## src/rtl/ps2_command_decoder_pkg.sv

```systemverilog
`default_nettype none
// ============================================================================
// ps2_cmd_pkg : scancode constants, FSM state type and command lookup table
// Rev 1.0
// ============================================================================
package ps2_cmd_pkg;

    localparam logic [7:0] SC_EXT    = 8'hE0;
    localparam logic [7:0] SC_BRK    = 8'hF0;
    localparam int         LUT_IDX_W = 4;

    typedef enum logic [1:0] {
        ST_IDLE    = 2'd0,
        ST_EXT     = 2'd1,
        ST_BRK     = 2'd2,
        ST_EXT_BRK = 2'd3
    } ps2_state_t;

    typedef struct packed {
        logic                 hit;
        logic [LUT_IDX_W-1:0] idx;
    } cmd_lookup_t;

    typedef logic [LUT_IDX_W:0] lut_count_t;

    function automatic cmd_lookup_t cmd_lookup(input logic [7:0] code);
        cmd_lookup_t res;
        res.hit = 1'b1;
        res.idx = '0;
        case (code)
            8'h29:   res.idx = 4'd0;   // space : click
            8'h5A:   res.idx = 4'd1;   // enter : buy
            8'h16:   res.idx = 4'd2;
            8'h1E:   res.idx = 4'd3;
            8'h26:   res.idx = 4'd4;
            8'h25:   res.idx = 4'd5;
            8'h2E:   res.idx = 4'd6;
            8'h36:   res.idx = 4'd7;
            8'h3D:   res.idx = 4'd8;
            8'h3E:   res.idx = 4'd9;
            8'h21:   res.idx = 4'd10;  // C : upgradeClick
            default: res.hit = 1'b0;
        endcase
        return res;
    endfunction

endpackage
`default_nettype wire

```

## src/rtl/ps2_cmd_slot.sv

```systemverilog
`default_nettype none
// ============================================================================
// ps2_cmd_slot : one-entry valid/ready command register with sticky overflow
// Rev 1.0
// ============================================================================
module ps2_cmd_slot #(
    parameter int IDX_W = 4
) (
    input  logic             clock,
    input  logic             resetn,
    input  logic             load,
    input  logic [IDX_W-1:0] load_idx,
    input  logic             ready,
    input  logic             clr_overflow,
    output logic             valid,
    output logic [IDX_W-1:0] idx,
    output logic             overflow
);

    logic accept;
    logic can_load;
    logic drop;

    assign accept   = valid && ready;
    assign can_load = !valid || ready;
    assign drop     = load && !can_load;

    always_ff @(posedge clock or negedge resetn) begin
        if (!resetn) begin
            valid <= 1'b0;
            idx   <= '0;
        end else if (load && can_load) begin
            valid <= 1'b1;
            idx   <= load_idx;
        end else if (accept) begin
            valid <= 1'b0;
        end
    end

    // A drop in the same cycle as a clear keeps the flag set.
    always_ff @(posedge clock or negedge resetn) begin
        if (!resetn) begin
            overflow <= 1'b0;
        end else if (drop) begin
            overflow <= 1'b1;
        end else if (clr_overflow) begin
            overflow <= 1'b0;
        end
    end

endmodule
`default_nettype wire

```

## src/rtl/ps2_command_decoder.sv

```systemverilog
`default_nettype none
// ============================================================================
// ps2_command_decoder : PS/2 scancode to game command decoder with E0/F0
// prefix parsing, typematic repeat filter and valid/ready command output
// Rev 1.0
// ============================================================================
module ps2_command_decoder
    import ps2_cmd_pkg::*;
#(
    parameter int NUM_CMDS       = 11,
    parameter int IDX_W          = 4,
    parameter int REPEAT_FILTER  = 1,
    parameter int PREFIX_TIMEOUT = 65535
) (
    input  logic                clock,
    input  logic                resetn,
    input  logic [7:0]          received_data,
    input  logic                received_data_en,
    input  logic                cmd_ready,
    input  logic                clr_overflow,
    output logic                cmd_valid,
    output logic [IDX_W-1:0]    cmd_idx,
    output logic [NUM_CMDS-1:0] cmd_pulse,
    output logic                selection,
    output logic [NUM_CMDS-1:0] held_keys,
    output logic                overflow
);

    localparam int TMO_W = $clog2(PREFIX_TIMEOUT + 1);

    typedef logic [NUM_CMDS-1:0] cmd_vec_t;
    typedef logic [IDX_W-1:0]    idx_t;
    typedef logic [TMO_W-1:0]    tmo_t;

    localparam tmo_t       TMO_LAST     = tmo_t'(PREFIX_TIMEOUT - 1);
    localparam lut_count_t NUM_CMDS_LUT = lut_count_t'(NUM_CMDS);

    ps2_state_t  state;
    ps2_state_t  state_nxt;
    tmo_t        tmo_cnt;
    logic        timeout;
    cmd_lookup_t lk;
    logic        key_hit;
    logic        is_prefix;
    cmd_vec_t    key_mask;
    logic        sel_range;
    logic        make_ev;
    logic        break_ev;
    logic        emit;

    // Byte classification shared by the next-state and output logic
    assign lk        = cmd_lookup(received_data);
    assign key_hit   = lk.hit && ({1'b0, lk.idx} < NUM_CMDS_LUT);
    assign is_prefix = (received_data == SC_EXT) || (received_data == SC_BRK);
    assign key_mask  = key_hit ? (cmd_vec_t'(1) << lk.idx) : '0;
    assign sel_range = (lk.idx >= 4'd2) && (lk.idx <= 4'd9);
    assign timeout   = (state != ST_IDLE) && !received_data_en && (tmo_cnt == TMO_LAST);

    // ------------------------------------------------------------------
    // State register and prefix timeout counter
    // ------------------------------------------------------------------
    always_ff @(posedge clock or negedge resetn) begin
        if (!resetn) begin
            state <= ST_IDLE;
        end else begin
            state <= state_nxt;
        end
    end

    always_ff @(posedge clock or negedge resetn) begin
        if (!resetn) begin
            tmo_cnt <= '0;
        end else if ((state == ST_IDLE) || received_data_en || timeout) begin
            tmo_cnt <= '0;
        end else begin
            tmo_cnt <= tmo_cnt + tmo_t'(1);
        end
    end

    // ------------------------------------------------------------------
    // Next-state logic
    // ------------------------------------------------------------------
    always_comb begin
        state_nxt = state;
        if (received_data_en) begin
            case (state)
                ST_IDLE: begin
                    if (received_data == SC_EXT) begin
                        state_nxt = ST_EXT;
                    end else if (received_data == SC_BRK) begin
                        state_nxt = ST_BRK;
                    end
                end
                ST_EXT: begin
                    state_nxt = (received_data == SC_BRK) ? ST_EXT_BRK : ST_IDLE;
                end
                ST_BRK: begin
                    if (received_data == SC_EXT) begin
                        state_nxt = ST_EXT;
                    end else if (received_data != SC_BRK) begin
                        state_nxt = ST_IDLE;
                    end
                end
                default: begin
                    state_nxt = ST_IDLE;
                end
            endcase
        end else if (timeout) begin
            state_nxt = ST_IDLE;
        end
    end

    // ------------------------------------------------------------------
    // Output decode: make / break events and emit qualification
    // ------------------------------------------------------------------
    always_comb begin
        make_ev  = 1'b0;
        break_ev = 1'b0;
        emit     = 1'b0;
        if (received_data_en && key_hit && !is_prefix) begin
            make_ev  = (state == ST_IDLE);
            break_ev = (state == ST_BRK);
        end
        if (make_ev) begin
            emit = (REPEAT_FILTER == 0) || ((held_keys & key_mask) == '0);
        end
    end

    always_ff @(posedge clock or negedge resetn) begin
        if (!resetn) begin
            held_keys <= '0;
        end else if (make_ev) begin
            held_keys <= held_keys | key_mask;
        end else if (break_ev) begin
            held_keys <= held_keys & ~key_mask;
        end
    end

    always_ff @(posedge clock or negedge resetn) begin
        if (!resetn) begin
            cmd_pulse <= '0;
            selection <= 1'b0;
        end else begin
            cmd_pulse <= emit ? key_mask : '0;
            selection <= emit && sel_range;
        end
    end

    ps2_cmd_slot #(
        .IDX_W (IDX_W)
    ) u_slot (
        .clock        (clock),
        .resetn       (resetn),
        .load         (emit),
        .load_idx     (idx_t'(lk.idx)),
        .ready        (cmd_ready),
        .clr_overflow (clr_overflow),
        .valid        (cmd_valid),
        .idx          (cmd_idx),
        .overflow     (overflow)
    );

endmodule
`default_nettype wire

```

## config.mk

```make
export PLATFORM = sky130hd
export DESIGN_NAME = ps2_command_decoder
export DESIGN_NICKNAME = d
export VERILOG_FILES = /design/src/rtl/ps2_command_decoder_pkg.sv /design/src/rtl/ps2_cmd_slot.sv /design/src/rtl/ps2_command_decoder.sv
export SDC_FILE = /design/constraint.sdc
export NUM_CORES = 1
export LEC_CHECK = 0
export ABC_AREA = 1
export ABC_CLOCK_PERIOD_IN_PS = 2300
export CAP_MARGIN = 20
export CELL_PAD_IN_SITES_DETAIL_PLACEMENT = 1
export CELL_PAD_IN_SITES_GLOBAL_PLACEMENT = 1
export CORE_UTILIZATION = 39
export CTS_CLUSTER_SIZE = 20
export DETAILED_ROUTE_END_ITERATION = 7
export PLACE_DENSITY_LB_ADDON = 0.1
export SYNTH_ARGS = -nofsm -noshare
export SYNTH_HDL_FRONTEND = slang
export SYNTH_SLANG_ARGS = --single-unit
```

## constraint.sdc

```tcl
create_clock -name clock -period 2.3 [get_ports clock]
set_clock_uncertainty 0.2 [all_clocks]
set_input_delay 0.345 -clock clock [delete_from_list [all_inputs] [get_ports clock]]
set_output_delay 0.345 -clock clock [all_outputs]
set_load 0.05 [all_outputs]
```

==> impl_metrics.env <==
export IMPL_leakagePower_nw=1.68
export IMPL_hold_path_class="flip-flop to flip-flop"
export IMPL_maxCapViolCount=0
export IMPL_netlist_area_um2=2610
export IMPL_place_gp_congestion=0.829
export IMPL_final_cell_mix="nand2_1, dfrtp_1, buf_4"
export IMPL_drcViolationCount=0
export IMPL_yosysWarnings=0
export IMPL_portBuffers=41
export IMPL_grt_busiest_layer="met2"
export IMPL_crit_path_end_kind="flip-flop"
export IMPL_worstPathMaxFanout=6
export IMPL_cp_arrival_ps=2180
export IMPL_final_common_cell="nand2_1"
export IMPL_clockBufferDepth=2
export IMPL_num_vias=2462
export IMPL_ioPinCount=42
export IMPL_cts_made_buffers=5
export IMPL_clk_pin_slew_ps=90
export IMPL_clock_fmax_mhz=458
export IMPL_gr_usage_all_layers_pct=22.6
export IMPL_first_iter_violations=57
export IMPL_synth_compound_area_share_pct=10.0
export IMPL_ctsRootBufferMaster="clkbuf_8"
export IMPL_fin_ws_ps=116
export IMPL_hold_viol_final=0
export IMPL_rsz0062_at_grt="true"
export IMPL_placementRows=29
export IMPL_start_util_pct=40.9
export IMPL_grt_util_met3_pct=3.36
export IMPL_gr_usage_met2_pct=41.5
export IMPL_yosys_area_share_simple_pct=35.4
export IMPL_synth_area_leaders="dfrtp_1, nand2_1, nor2_1, inv_1, o21ai_0"
export IMPL_synthXorXnorAreaFrac_pct=0.671
export IMPL_clk_latency_ps=300
export IMPL_pre_cts_slack_ps=-357
export IMPL_slew_viol_final=0
export IMPL_critPathLaunchType="primary input"
export IMPL_synthAdderAreaFrac_pct=0.959
export IMPL_synthMuxAreaShare_pct=0
export IMPL_wl_per_cell_um=14.6
export IMPL_required_ps=2290
export IMPL_yosysTopAreaCellShare_pct=45.1
export IMPL_dp_final_hpwl_um=5920
export IMPL_antenna_found_initial=0
export IMPL_final_cells=497
export IMPL_vias_per_cell=4.95
export IMPL_antennaDiodeCount=0
export IMPL_wl_um=7240
export IMPL_cts_setup_buffers=0
export IMPL_worst_slew_pin_slew_ps=510
export IMPL_syn_nets=344
export IMPL_die_h_um=83.8
export IMPL_synthCells=329
export IMPL_p_per_area_nw_per_um2=482
export IMPL_grt_pass1_wl_um=12500
export IMPL_fillCellCount=788
export IMPL_grt_pass1_vias=2678
export IMPL_synth_top_family_by_area="simple AND/OR/NAND/NOR gates"
export IMPL_core_um2=6390
export IMPL_die_x_um=83.8
export IMPL_fin_crit_sh_pct=94.9
export IMPL_finalCriticalPeriod_ps=2180
export IMPL_status="completed"
export IMPL_h_tree_depth=2
export IMPL_nets=435
export IMPL_synth_cell_type_count=34
export IMPL_cts_tree="done"
export IMPL_critPathKind="primary input to flip-flop"
export IMPL_final_layout_size_suffix_gt1_share_pct=25.7
export IMPL_relSlewSlack_pct=65.9
export IMPL_setup_violations=0
export IMPL_synth_seq_cells=47
export IMPL_die_area_um2=7020
export IMPL_firstDrtPassIters=4
export IMPL_ys_seq_area_share_pct=45.1
export IMPL_peakVddDrop_v=0.000317
export IMPL_cts_sinks=47
export IMPL_use_met1_pct=27.3
export IMPL_yosys_area_top_type="dfrtp_1"
export IMPL_grt_max_degree=23
export IMPL_dp_cells=489
export IMPL_ant_nets=0
export IMPL_area_growth_pct=37.9
export IMPL_grt_remaining_overflow=0
export IMPL_synth_avg_cell_area_um2=7.93
timing repair:
item / in CTS / in global routing
setup endpoints to repair: 9 / 27
hold buffers: 1 / 0
endpoints found under the hold margin: 16 / 0
pin swaps: 0 / 6
gates resized for setup: 1 / 15
synth_stat cells (all sizes together):
library cell	instances
a211oi	1
a21boi	1
a21oi	11
a31o	1
and3	1
buf	2
clkbuf	1
dfrtp	47
ha	2
inv	49
nand2	72
nand3	19
nand3b	1
nand4	7
nor2	66
nor3	9
nor3b	2
nor4	1
o211ai	1
o21a	1
o21ai	28
o22ai	2
o31ai	2
xnor2	2
logic make-up (layout without fill, tap and decap cells):
group	count (synthesis)	after routing
adder cells (fa/ha/maj)	2	2
AND/OR/NAND/NOR	178	178
buffers and inverters	52	143
XOR/XNOR	2	2
AO/OA/AOI/OAI	48	48
flip-flops	47	47
per-stage QoR:
stage / cell area (µm²) / setup TNS (ps) / hold WS [ps] / total power, mW / utilization [%]
after floorplan: 2610 / 0 / -151 / 1.02 / -
after global placement: 3450 / -6530 / 97.5 / 1.14 / 54.1
after detailed placement: 3450 / -8330 / 95.6 / 1.15 / 54.1
after CTS: 3570 / 0 / 266 / 1.74 / 55.9
after global routing: 3600 / -139 / 301 / 1.81 / 56.3
final: 3600 / 0 / 267 / 1.73 / 56.3
layout make-up:
cell class	instances	area (µm²)	area share, %
timing repair buffer	87	783	21.8
sequential	47	1180	32.7
multi-input combinational	230	1260	34.9
clock buffer	6	72.6	2.02
clock inverter	1	30.0	0.834
tap	77	96.3	2.68
inverter	49	184	5.11
path summary, 6_finish.rpt:
kind | from | to | slack (ps) | cells past startpoint
max | received_data[5] | u_slot.idx[1]$_DFFE_PN0P_ | 120 | 13
min | tmo_cnt[15]$_DFF_PN0_ | tmo_cnt[15]$_DFF_PN0_ | 270 | 1
max reg2reg | tmo_cnt[0]$_DFF_PN0_ | tmo_cnt[14]$_DFF_PN0_ | 310 | 10
min reg2reg | tmo_cnt[15]$_DFF_PN0_ | tmo_cnt[15]$_DFF_PN0_ | 270 | 1
max in group asynchronous | resetn | u_slot.idx[3]$_DFFE_PN0P_ | 980 | 3
min in group asynchronous | resetn | state[0]$_DFFE_PN0P_ | 290 | 2
worst max-delay path: stages:
cell and delay [ps]:
clkdlybuf4s50_1 510, inv_1 70, nand2_1 120, nor2_2 70
buf_4 130, nand2_1 120, o22ai_1 120, nor2_1 100
nand3_1 120, nor2_4 230, nand2_4 90, nand2_1 80
nand2_1 50
power breakdown:
| part | internal (mW) | switching, mW | leakage, nW |
|---|---|---|---|
| sequential | 0.844 | 0.0204 | 0.655 |
| combinational | 0.0983 | 0.176 | 0.974 |
| clock | 0.319 | 0.276 | 0.0513 |
routing by layer:
metal / part of all wire, % / wire (µm) / up-vias
met3: 2.4 / 172 / 9
li1: - / - / 1238
met1: 45 / 3240 / 1187
met2: 52 / 3740 / 28
met4: 1.1 / 82 / 0
met5: 0 / 0 / -
Note: power is estimated with default switching activity, not from simulation.
